`config.mk`:
```
export PLATFORM = sky130hd
export DESIGN_NAME = axi_read_master_mo
export DESIGN_NICKNAME = d
export VERILOG_FILES = /design/src/rtl/axi_read_master_mo.sv
export SDC_FILE = /design/constraint.sdc
export NUM_CORES = 1
export LEC_CHECK = 0
export BUFFER_PORTS_ARGS = -buffer_cell sky130_fd_sc_hd__buf_2
export CORE_MARGIN = 2
export CORE_UTILIZATION = 30
export DETAILED_ROUTE_END_ITERATION = 6
export GPL_ROUTABILITY_DRIVEN = 1
export HOLD_SLACK_MARGIN = 0.08
export PLACE_DENSITY = 0.55
export SETUP_SLACK_MARGIN = 0.4
export SLEW_MARGIN = 30
export SYNTH_ARGS = -nofsm -noshare
export SYNTH_HDL_FRONTEND = slang
export SYNTH_SLANG_ARGS = --single-unit
```
`constraint.sdc`:
```
create_clock -name ACLK -period 3.4 [get_ports ACLK]
set_input_delay 0.17 -clock ACLK [delete_from_list [all_inputs] [get_ports ACLK]]
set_output_delay 0.17 -clock ACLK [all_outputs]
set_load 0.01 [all_outputs]
```
`src/rtl/axi_read_master_mo.sv`:
```
// AXI3 read master with multiple outstanding bursts.
// In-order R tracking by {ID, len} FIFO; buffered data output.
module axi_read_master_mo #(
  parameter int   ADDR_W    = 32,
  parameter int   DATA_W    = 32,
  parameter int   ID_W      = 4,
  parameter logic MASTER_ID = 1'b1,
  parameter int   MAX_OUT   = 4,
  localparam int  PW        = $clog2(MAX_OUT),
  localparam int  OW        = PW + 1
) (
  input  logic              ACLK,
  input  logic              ARESET,
  input  logic              req_valid,
  output logic              req_ready,
  input  logic [ADDR_W-1:0] req_addr,
  input  logic [3:0]        req_len,
  input  logic [2:0]        req_size,
  input  logic [1:0]        req_burst,
  input  logic [1:0]        req_lock,
  input  logic [3:0]        req_cache,
  input  logic [2:0]        req_prot,
  output logic [ID_W-1:0]   ARID,
  output logic [ADDR_W-1:0] ARADDR,
  output logic [3:0]        ARLEN,
  output logic [2:0]        ARSIZE,
  output logic [1:0]        ARBURST,
  output logic [1:0]        ARLOCK,
  output logic [3:0]        ARCACHE,
  output logic [2:0]        ARPROT,
  output logic              ARVALID,
  input  logic              ARREADY,
  input  logic [ID_W-1:0]   RID,
  input  logic [DATA_W-1:0] RDATA,
  input  logic [1:0]        RRESP,
  input  logic              RLAST,
  input  logic              RVALID,
  output logic              RREADY,
  output logic              dout_valid,
  input  logic              dout_ready,
  output logic [DATA_W-1:0] dout_data,
  output logic [1:0]        dout_resp,
  output logic              dout_last,
  output logic [ID_W-1:0]   dout_id,
  output logic [OW-1:0]     outstanding,
  output logic              err_id,
  output logic              err_last,
  output logic              err_resp,
  input  logic              err_clear
);

  typedef enum logic {AR_IDLE, AR_VALID} ar_state_t;

  localparam logic [ID_W-2:0] SEQ_ONE = 1;

  ar_state_t           r_state;
  logic [ID_W-2:0]     r_seq;
  logic [ID_W-1:0]     r_arid;
  logic [ADDR_W-1:0]   r_araddr;
  logic [3:0]          r_arlen;
  logic [2:0]          r_arsize;
  logic [1:0]          r_arburst;
  logic [1:0]          r_arlock;
  logic [3:0]          r_arcache;
  logic [2:0]          r_arprot;
  logic                r_arvalid;
  logic [ID_W+3:0]     r_fifo [MAX_OUT];
  logic [PW-1:0]       r_wr_ptr;
  logic [PW-1:0]       r_rd_ptr;
  logic [OW-1:0]       r_out;
  logic [3:0]          r_beat_cnt;
  logic                r_dvalid;
  logic [DATA_W-1:0]   r_ddata;
  logic [1:0]          r_dresp;
  logic                r_dlast;
  logic [ID_W-1:0]     r_did;
  logic                r_err_id;
  logic                r_err_last;
  logic                r_err_resp;

  logic [ID_W-2:0]     w_seq_nxt;
  logic                w_req_hs;
  logic                w_r_hs;
  logic [ID_W+3:0]     w_head;
  logic [ID_W-1:0]     w_head_id;
  logic [3:0]          w_head_len;
  logic                w_beat_last;
  logic                w_burst_end;

  assign w_seq_nxt   = r_seq + SEQ_ONE;
  assign w_head      = r_fifo[r_rd_ptr];
  assign w_head_id   = w_head[ID_W+3:4];
  assign w_head_len  = w_head[3:0];
  assign w_beat_last = (r_beat_cnt == w_head_len);

  assign req_ready = !ARESET
                  && (r_state == AR_IDLE || ARREADY)
                  && (r_out < OW'(MAX_OUT));
  assign w_req_hs  = req_valid && req_ready;

  // FIFO occupancy equals the outstanding count, so it doubles as "empty".
  assign RREADY      = !ARESET && (r_out != '0)
                    && (!r_dvalid || dout_ready);
  assign w_r_hs      = RVALID && RREADY;
  assign w_burst_end = w_r_hs && (w_beat_last || RLAST);

  always_ff @(posedge ACLK) begin
    if (ARESET) begin
      r_state   <= AR_IDLE;
      r_arvalid <= 1'b0;
      r_seq     <= '0;
      r_arid    <= '0;
      r_araddr  <= '0;
      r_arlen   <= '0;
      r_arsize  <= '0;
      r_arburst <= '0;
      r_arlock  <= '0;
      r_arcache <= '0;
      r_arprot  <= '0;
    end else if (w_req_hs) begin
      r_state   <= AR_VALID;
      r_arvalid <= 1'b1;
      r_seq     <= w_seq_nxt;
      r_arid    <= {MASTER_ID, w_seq_nxt};
      r_araddr  <= req_addr;
      r_arlen   <= req_len;
      r_arsize  <= req_size;
      r_arburst <= req_burst;
      r_arlock  <= req_lock;
      r_arcache <= req_cache;
      r_arprot  <= req_prot;
    end else if (r_state == AR_VALID && ARREADY) begin
      r_state   <= AR_IDLE;
      r_arvalid <= 1'b0;
    end
  end

  always_ff @(posedge ACLK) begin
    if (w_req_hs)
      r_fifo[r_wr_ptr] <= {MASTER_ID, w_seq_nxt, req_len};
  end

  always_ff @(posedge ACLK) begin
    if (ARESET) begin
      r_wr_ptr   <= '0;
      r_rd_ptr   <= '0;
      r_out      <= '0;
      r_beat_cnt <= '0;
    end else begin
      if (w_req_hs)
        r_wr_ptr <= r_wr_ptr + PW'(1);
      if (w_burst_end) begin
        r_rd_ptr   <= r_rd_ptr + PW'(1);
        r_beat_cnt <= '0;
      end else if (w_r_hs) begin
        r_beat_cnt <= r_beat_cnt + 4'd1;
      end
      if (w_req_hs && !w_burst_end)
        r_out <= r_out + OW'(1);
      else if (!w_req_hs && w_burst_end)
        r_out <= r_out - OW'(1);
    end
  end

  always_ff @(posedge ACLK) begin
    if (ARESET) begin
      r_dvalid <= 1'b0;
      r_ddata  <= '0;
      r_dresp  <= '0;
      r_dlast  <= 1'b0;
      r_did    <= '0;
    end else if (w_r_hs) begin
      r_dvalid <= 1'b1;
      r_ddata  <= RDATA;
      r_dresp  <= RRESP;
      r_dlast  <= w_beat_last;
      r_did    <= RID;
    end else if (dout_ready) begin
      r_dvalid <= 1'b0;
    end
  end

  // A fresh error in the clearing cycle survives the clear.
  always_ff @(posedge ACLK) begin
    if (ARESET) begin
      r_err_id   <= 1'b0;
      r_err_last <= 1'b0;
      r_err_resp <= 1'b0;
    end else begin
      r_err_id   <= (r_err_id && !err_clear)
                 || (w_r_hs && (RID != w_head_id));
      r_err_last <= (r_err_last && !err_clear)
                 || (w_r_hs && (RLAST != w_beat_last));
      r_err_resp <= (r_err_resp && !err_clear)
                 || (w_r_hs && RRESP[1]);
    end
  end

  assign ARID        = r_arid;
  assign ARADDR      = r_araddr;
  assign ARLEN       = r_arlen;
  assign ARSIZE      = r_arsize;
  assign ARBURST     = r_arburst;
  assign ARLOCK      = r_arlock;
  assign ARCACHE     = r_arcache;
  assign ARPROT      = r_arprot;
  assign ARVALID     = r_arvalid;
  assign dout_valid  = r_dvalid;
  assign dout_data   = r_ddata;
  assign dout_resp   = r_dresp;
  assign dout_last   = r_dlast;
  assign dout_id     = r_did;
  assign outstanding = r_out;
  assign err_id      = r_err_id;
  assign err_last    = r_err_last;
  assign err_resp    = r_err_resp;

endmodule

```
==> Word level (Yosys, flattened, before mapping) <==
Memories as Yosys holds them, arrays and structs flattened. A register that Yosys moved wholly into a read port is not among the register bits.
Cells that the tools add are included.
{ "word_totals": {"elab_cells": 76, "output_inout_bits": 103, "n_memories": 1, "inputBits": 96, "reg_bits": 112, "mem_bits_rw": 28} }
{ "classes": {"n_bitwise": 1, "magnitude_cmp": 1, "n_mux": 10, "n_addsub": 6, "n_reduce_logical": 32, "n_eq_ne": 3} }
{ "memory_table": {"columns": ["name", "depth", "word_bits", "rd", "rd_clocked_by_memory_dff", "write_ports", "line_no", "source"], "rows": [
  ["r_fifo", 4, 7, 1, 1, 1, "67", "logic [ID_W+3:0] r_fifo [MAX_OUT];"]
]} }
{ "op_table": {"columns": ["cell", "count"], "rows": [
  ["$logic_and 1x1->1", 16],
  ["$add 3x1->3 const B", 2],
  ["$logic_or 1x1->1", 6],
  ["$mux 1", 6],
  ["$mux 3", 2],
  ["$reduce_bool 2->1", 3],
  ["$logic_not 1->1", 5],
  ["$add 2x1->2 const B", 2],
  ["$add 4x1->4 const B", 1],
  ["$eq 4x4->1", 1],
  ["$mux 2", 2],
  ["$ne 4x4->1", 1],
  ["$lt 3x3->1 const B", 1],
  ["$reduce_bool 3->1", 1],
  ["$sub 3x1->3 const B", 1],
  ["$reduce_or 2->1", 1],
  ["$ne 1x1->1", 1],
  ["$not 1->1", 1]
]} }

==> Logic depth before layout (Yosys ltp) <==
{ "logic_depth": {"word_depth": 9, "ltp_mapped": 13, "depth_no_buf": 11} }

==> Worst setup path after synthesis <==
Ideal clock, no wire load.
{ "synth_path": {"path_type": "reg2reg", "from": "register with a tool-made name", "to": "register r_out[2] (netlist: outstanding[2])", "n_path_buf": 2, "path_stages_with_launch": 14, "t_arrival_ps": 2907, "period_less_slack_ps": 2977, "path_slack_ps": 423, "path_cell_list": "dfxtp_1 buf_6 mux4_1 xnor2_1 nand4_1 ha_1 clkbuf_1 nand2b_1 ha_1 inv_1 fa_1 xor2_1 or3_1 a21oi_1"} }
{ "synth_rtl": {"columns": ["element", "line_no", "source"], "rows": [
  ["to (signal assigned)", "159", "r_out <= r_out + OW'(1);"],
  ["to (signal assigned)", "161", "r_out <= r_out - OW'(1);"],
  ["to (decl)", "70", "logic [OW-1:0] r_out;"]
]} }

==> flow_metrics.tcl <==
set metrics [dict create \
    power.leakage_nw 3.61 \
    dr.pass1.iters 4 \
    clock.fmax_mhz 355 \
    final_common_cell "buf_2" \
    grt_pass1_wl_um 21100 \
    dp_hpwl_um 8250 \
    power.density_nw_per_um2 558 \
    gp_congestion 0.707 \
    cts_sinks 139 \
    vdd_drop_max_v 0.000340 \
    synth_top_area_cell "dfxtp_1" \
    vias_per_cell 4.42 \
    grt_overflow 0 \
    numCtsBuffers 17 \
    hp-class "in2reg" \
    synth_area_sq_um 5150 \
    coreArea_sq_um 16700 \
    grt_antenna_before_repair 0 \
    area_growth_pct 51.4 \
    worst_slew_pin_slew_ns 0.633 \
    cp_data_arrival_time_ns 3.15 \
    synth_top_area_share_pct 43.1 \
    ioPinCount 199 \
    die_h_um 135 \
    finalWirelength_um 13400 \
    status "finished, final reports clean" \
    cp-start-kind "flop" \
    final_cell_mix "buf_2 (198), nand2_1 (181), dfxtp_1 (110), dlygate4sd3_1 (89), nand3_1 (55)" \
    drv_cap 0 \
    setup_violations 0 \
    detail-route-antenna-nets 0 \
    fill_cells 1571 \
    ys_top_cells_by_area "dfxtp_1 (43%), edfxtp_1 (16%), nand2_1 (13%)" \
    stdcell_count 1056 \
    drt-initial-drc-count 158 \
    yosys_register_bits 139 \
    clkSlewWorstSetupHoldPaths_ns 0.06 \
    rsz0062_at_grt "no" \
    critPathRequiredTime_ns 3.73 \
    dp_cells 933 \
    clk_latency_ns 0.41 \
    holdWs_ns 0.109 \
    maxSlewHeadroom_pct 57.8 \
    maxSlewViolCount 0 \
    finalNetCount 927 \
    rows 47 \
    grt_max_degree 61 \
    clock_path_buffers 2 \
    routedWlPerCell_um 12.7 \
    synth.avg_cell_area_sq_um 9.49 \
    p_total_w 0.00435 \
    final_core_utilization_pct 46.7 \
    drive_gt1_share_pct 29.5 \
    finalCriticalPeriod_ns 2.82 \
    htree_levels 4 \
    hold_viol 0 \
    yosysSeqAreaShare_pct 59.4 \
    synth_fp_nets 648 \
    grtUsageTotal_pct 14.5 \
    finClkSkew_ns 0.00607 \
    start_util_pct 30.9 \
    portBuffers 198 \
    tns_ns 0 \
    crit_type "reg2reg" \
    path_max_fanout 6 \
    die_w_um 135 \
    rrSetupSlack_ns 0.58 \
    yosysWarnings 0 \
    vias 4665 \
    drc 0 \
    grt_pass1_vias 4448 \
    synth_cells 543 \
    die-area_sq_um 18200 \
    cts_tree "done" \
    worstSetupEndpointType "flop" \
    finalCritPeriodShare_pct 82.8 \
    synth_cell_types 35 \
    clock-root-buffer "clkbuf_16" \
]
cells in the mapped netlist:
master and number:
nand2_1 181, dfxtp_1 111, nand3_1 56, a21oi_1 50, edfxtp_1 28, clkbuf_1 21, xnor2_1 9, buf_2 8
ha_1 8, inv_1 8, mux4_1 7, nor2_1 7, and2_1 6, o21ai_0 6, nand2b_1 4, or3_1 4
buf_1 3, nor2b_1 3, xor2_1 3, buf_4 2, buf_6 2, nand4_1 2, o31ai_1 2, a21o_1 1
a41oi_1 1, and3_1 1, and4_1 1, fa_1 1, inv_2 1, mux2i_1 1, nand3b_1 1, nand4b_1 1
o21a_1 1, o21ai_2 1, or4_1 1
power by group:
group | switching, W | internal, W | leakage, nW | total (W)
clock | 0.000673 | 0.00113 | 0.297 | 0.00181
sequential | 0.0000695 | 0.00182 | 1.16 | 0.00189
combinational | 0.000354 | 0.000304 | 2.15 | 0.000658
total | 0.00110 | 0.00326 | 3.61 | 0.00435
per-layer routing:
metal	vias to the layer above	track usage, %	wire, um
li1	2365	-	-
met1	2119	17.7	6120
met2	161	24.0	6150
met3	20	4.69	926
met4	0	4.98	174
met5	-	0	0
cells by family after synthesis:
| group | count (synthesis) | synth area share [%] |
|---|---|---|
| compound gates | 62 | 6.36 |
| xor+xnor | 12 | 2.04 |
| fa+ha+maj | 9 | 2.33 |
| buf+inv | 45 | 3.91 |
| flops | 139 | 59.4 |
| mux | 8 | 3.76 |
| simple gates | 268 | 22.2 |
final timing paths:
check | startpoint | end | cells after the start
max | flop | outstanding[2]$_SDFFE_PP0P_ | 11
min | ARREADY | ARVALID$_SDFFE_PP0P_ | 3
max reg2reg | flop | outstanding[2]$_SDFFE_PP0P_ | 11
min reg2reg | ARID[3]$_SDFFE_PP0P_ | ARID[3]$_SDFFE_PP0P_ | 1
final cells by class:
class	instances	area (sq um)	share of cell area, %
tap	220	275	3.53
antenna	1	2.50	0.0321
inverter	9	33.8	0.433
clock inverter	11	118	1.51
multi-input combinational	359	1890	24.2
timing repair buffer	296	1950	25.0
clock buffer	21	470	6.03
sequential	139	3070	39.3
metrics by stage:
| stage | setup WS (ns) | area, sq um |
|---|---|---|
| 2_1_floorplan | 0.423 | 5150 |
| 3_3_place_gp | 0.417 | 6320 |
| 3_5_place_dp | 0.358 | 6320 |
| 4_1_cts | 0.455 | 7800 |
| 5_1_grt | 0.407 | 7800 |
| 6_report | 0.583 | 7810 |
critical path: stages, from the launching register on:
cell	delay, ns
dfxtp_4	0.39
mux4_1	0.57
xnor2_1	0.14
nand4_1	0.14
ha_2	0.21
nand2b_1	0.11
ha_1	0.17
inv_1	0.06
fa_1	0.37
xor2_1	0.15
or3_1	0.30
a21oi_1	0.13
registers in the layout, indices dropped and copies added (netlist names), 2 cells and up, named ones only:
register and cells:
ARADDR 32, dout_data 32, r_fifo 28, ARCACHE 4, ARLEN 4, dout_id 4, r_beat_cnt 4, ARPROT 3
ARSIZE 3, outstanding 3, ARBURST 2, ARID 2, ARLOCK 2, dout_resp 2, r_rd_ptr 2, r_seq 2
r_wr_ptr 2
what timing repair did:
action                                  CTS  global route
setup buffers                             0             1
cloned                                    0             0
hold endpoints to repair                105             0
endpoints found under the setup margin    1             1
hold buffers                             89             0
resized for setup                         1             4
pin swaps                                 0             0
(Power assumes the default switching activity.)
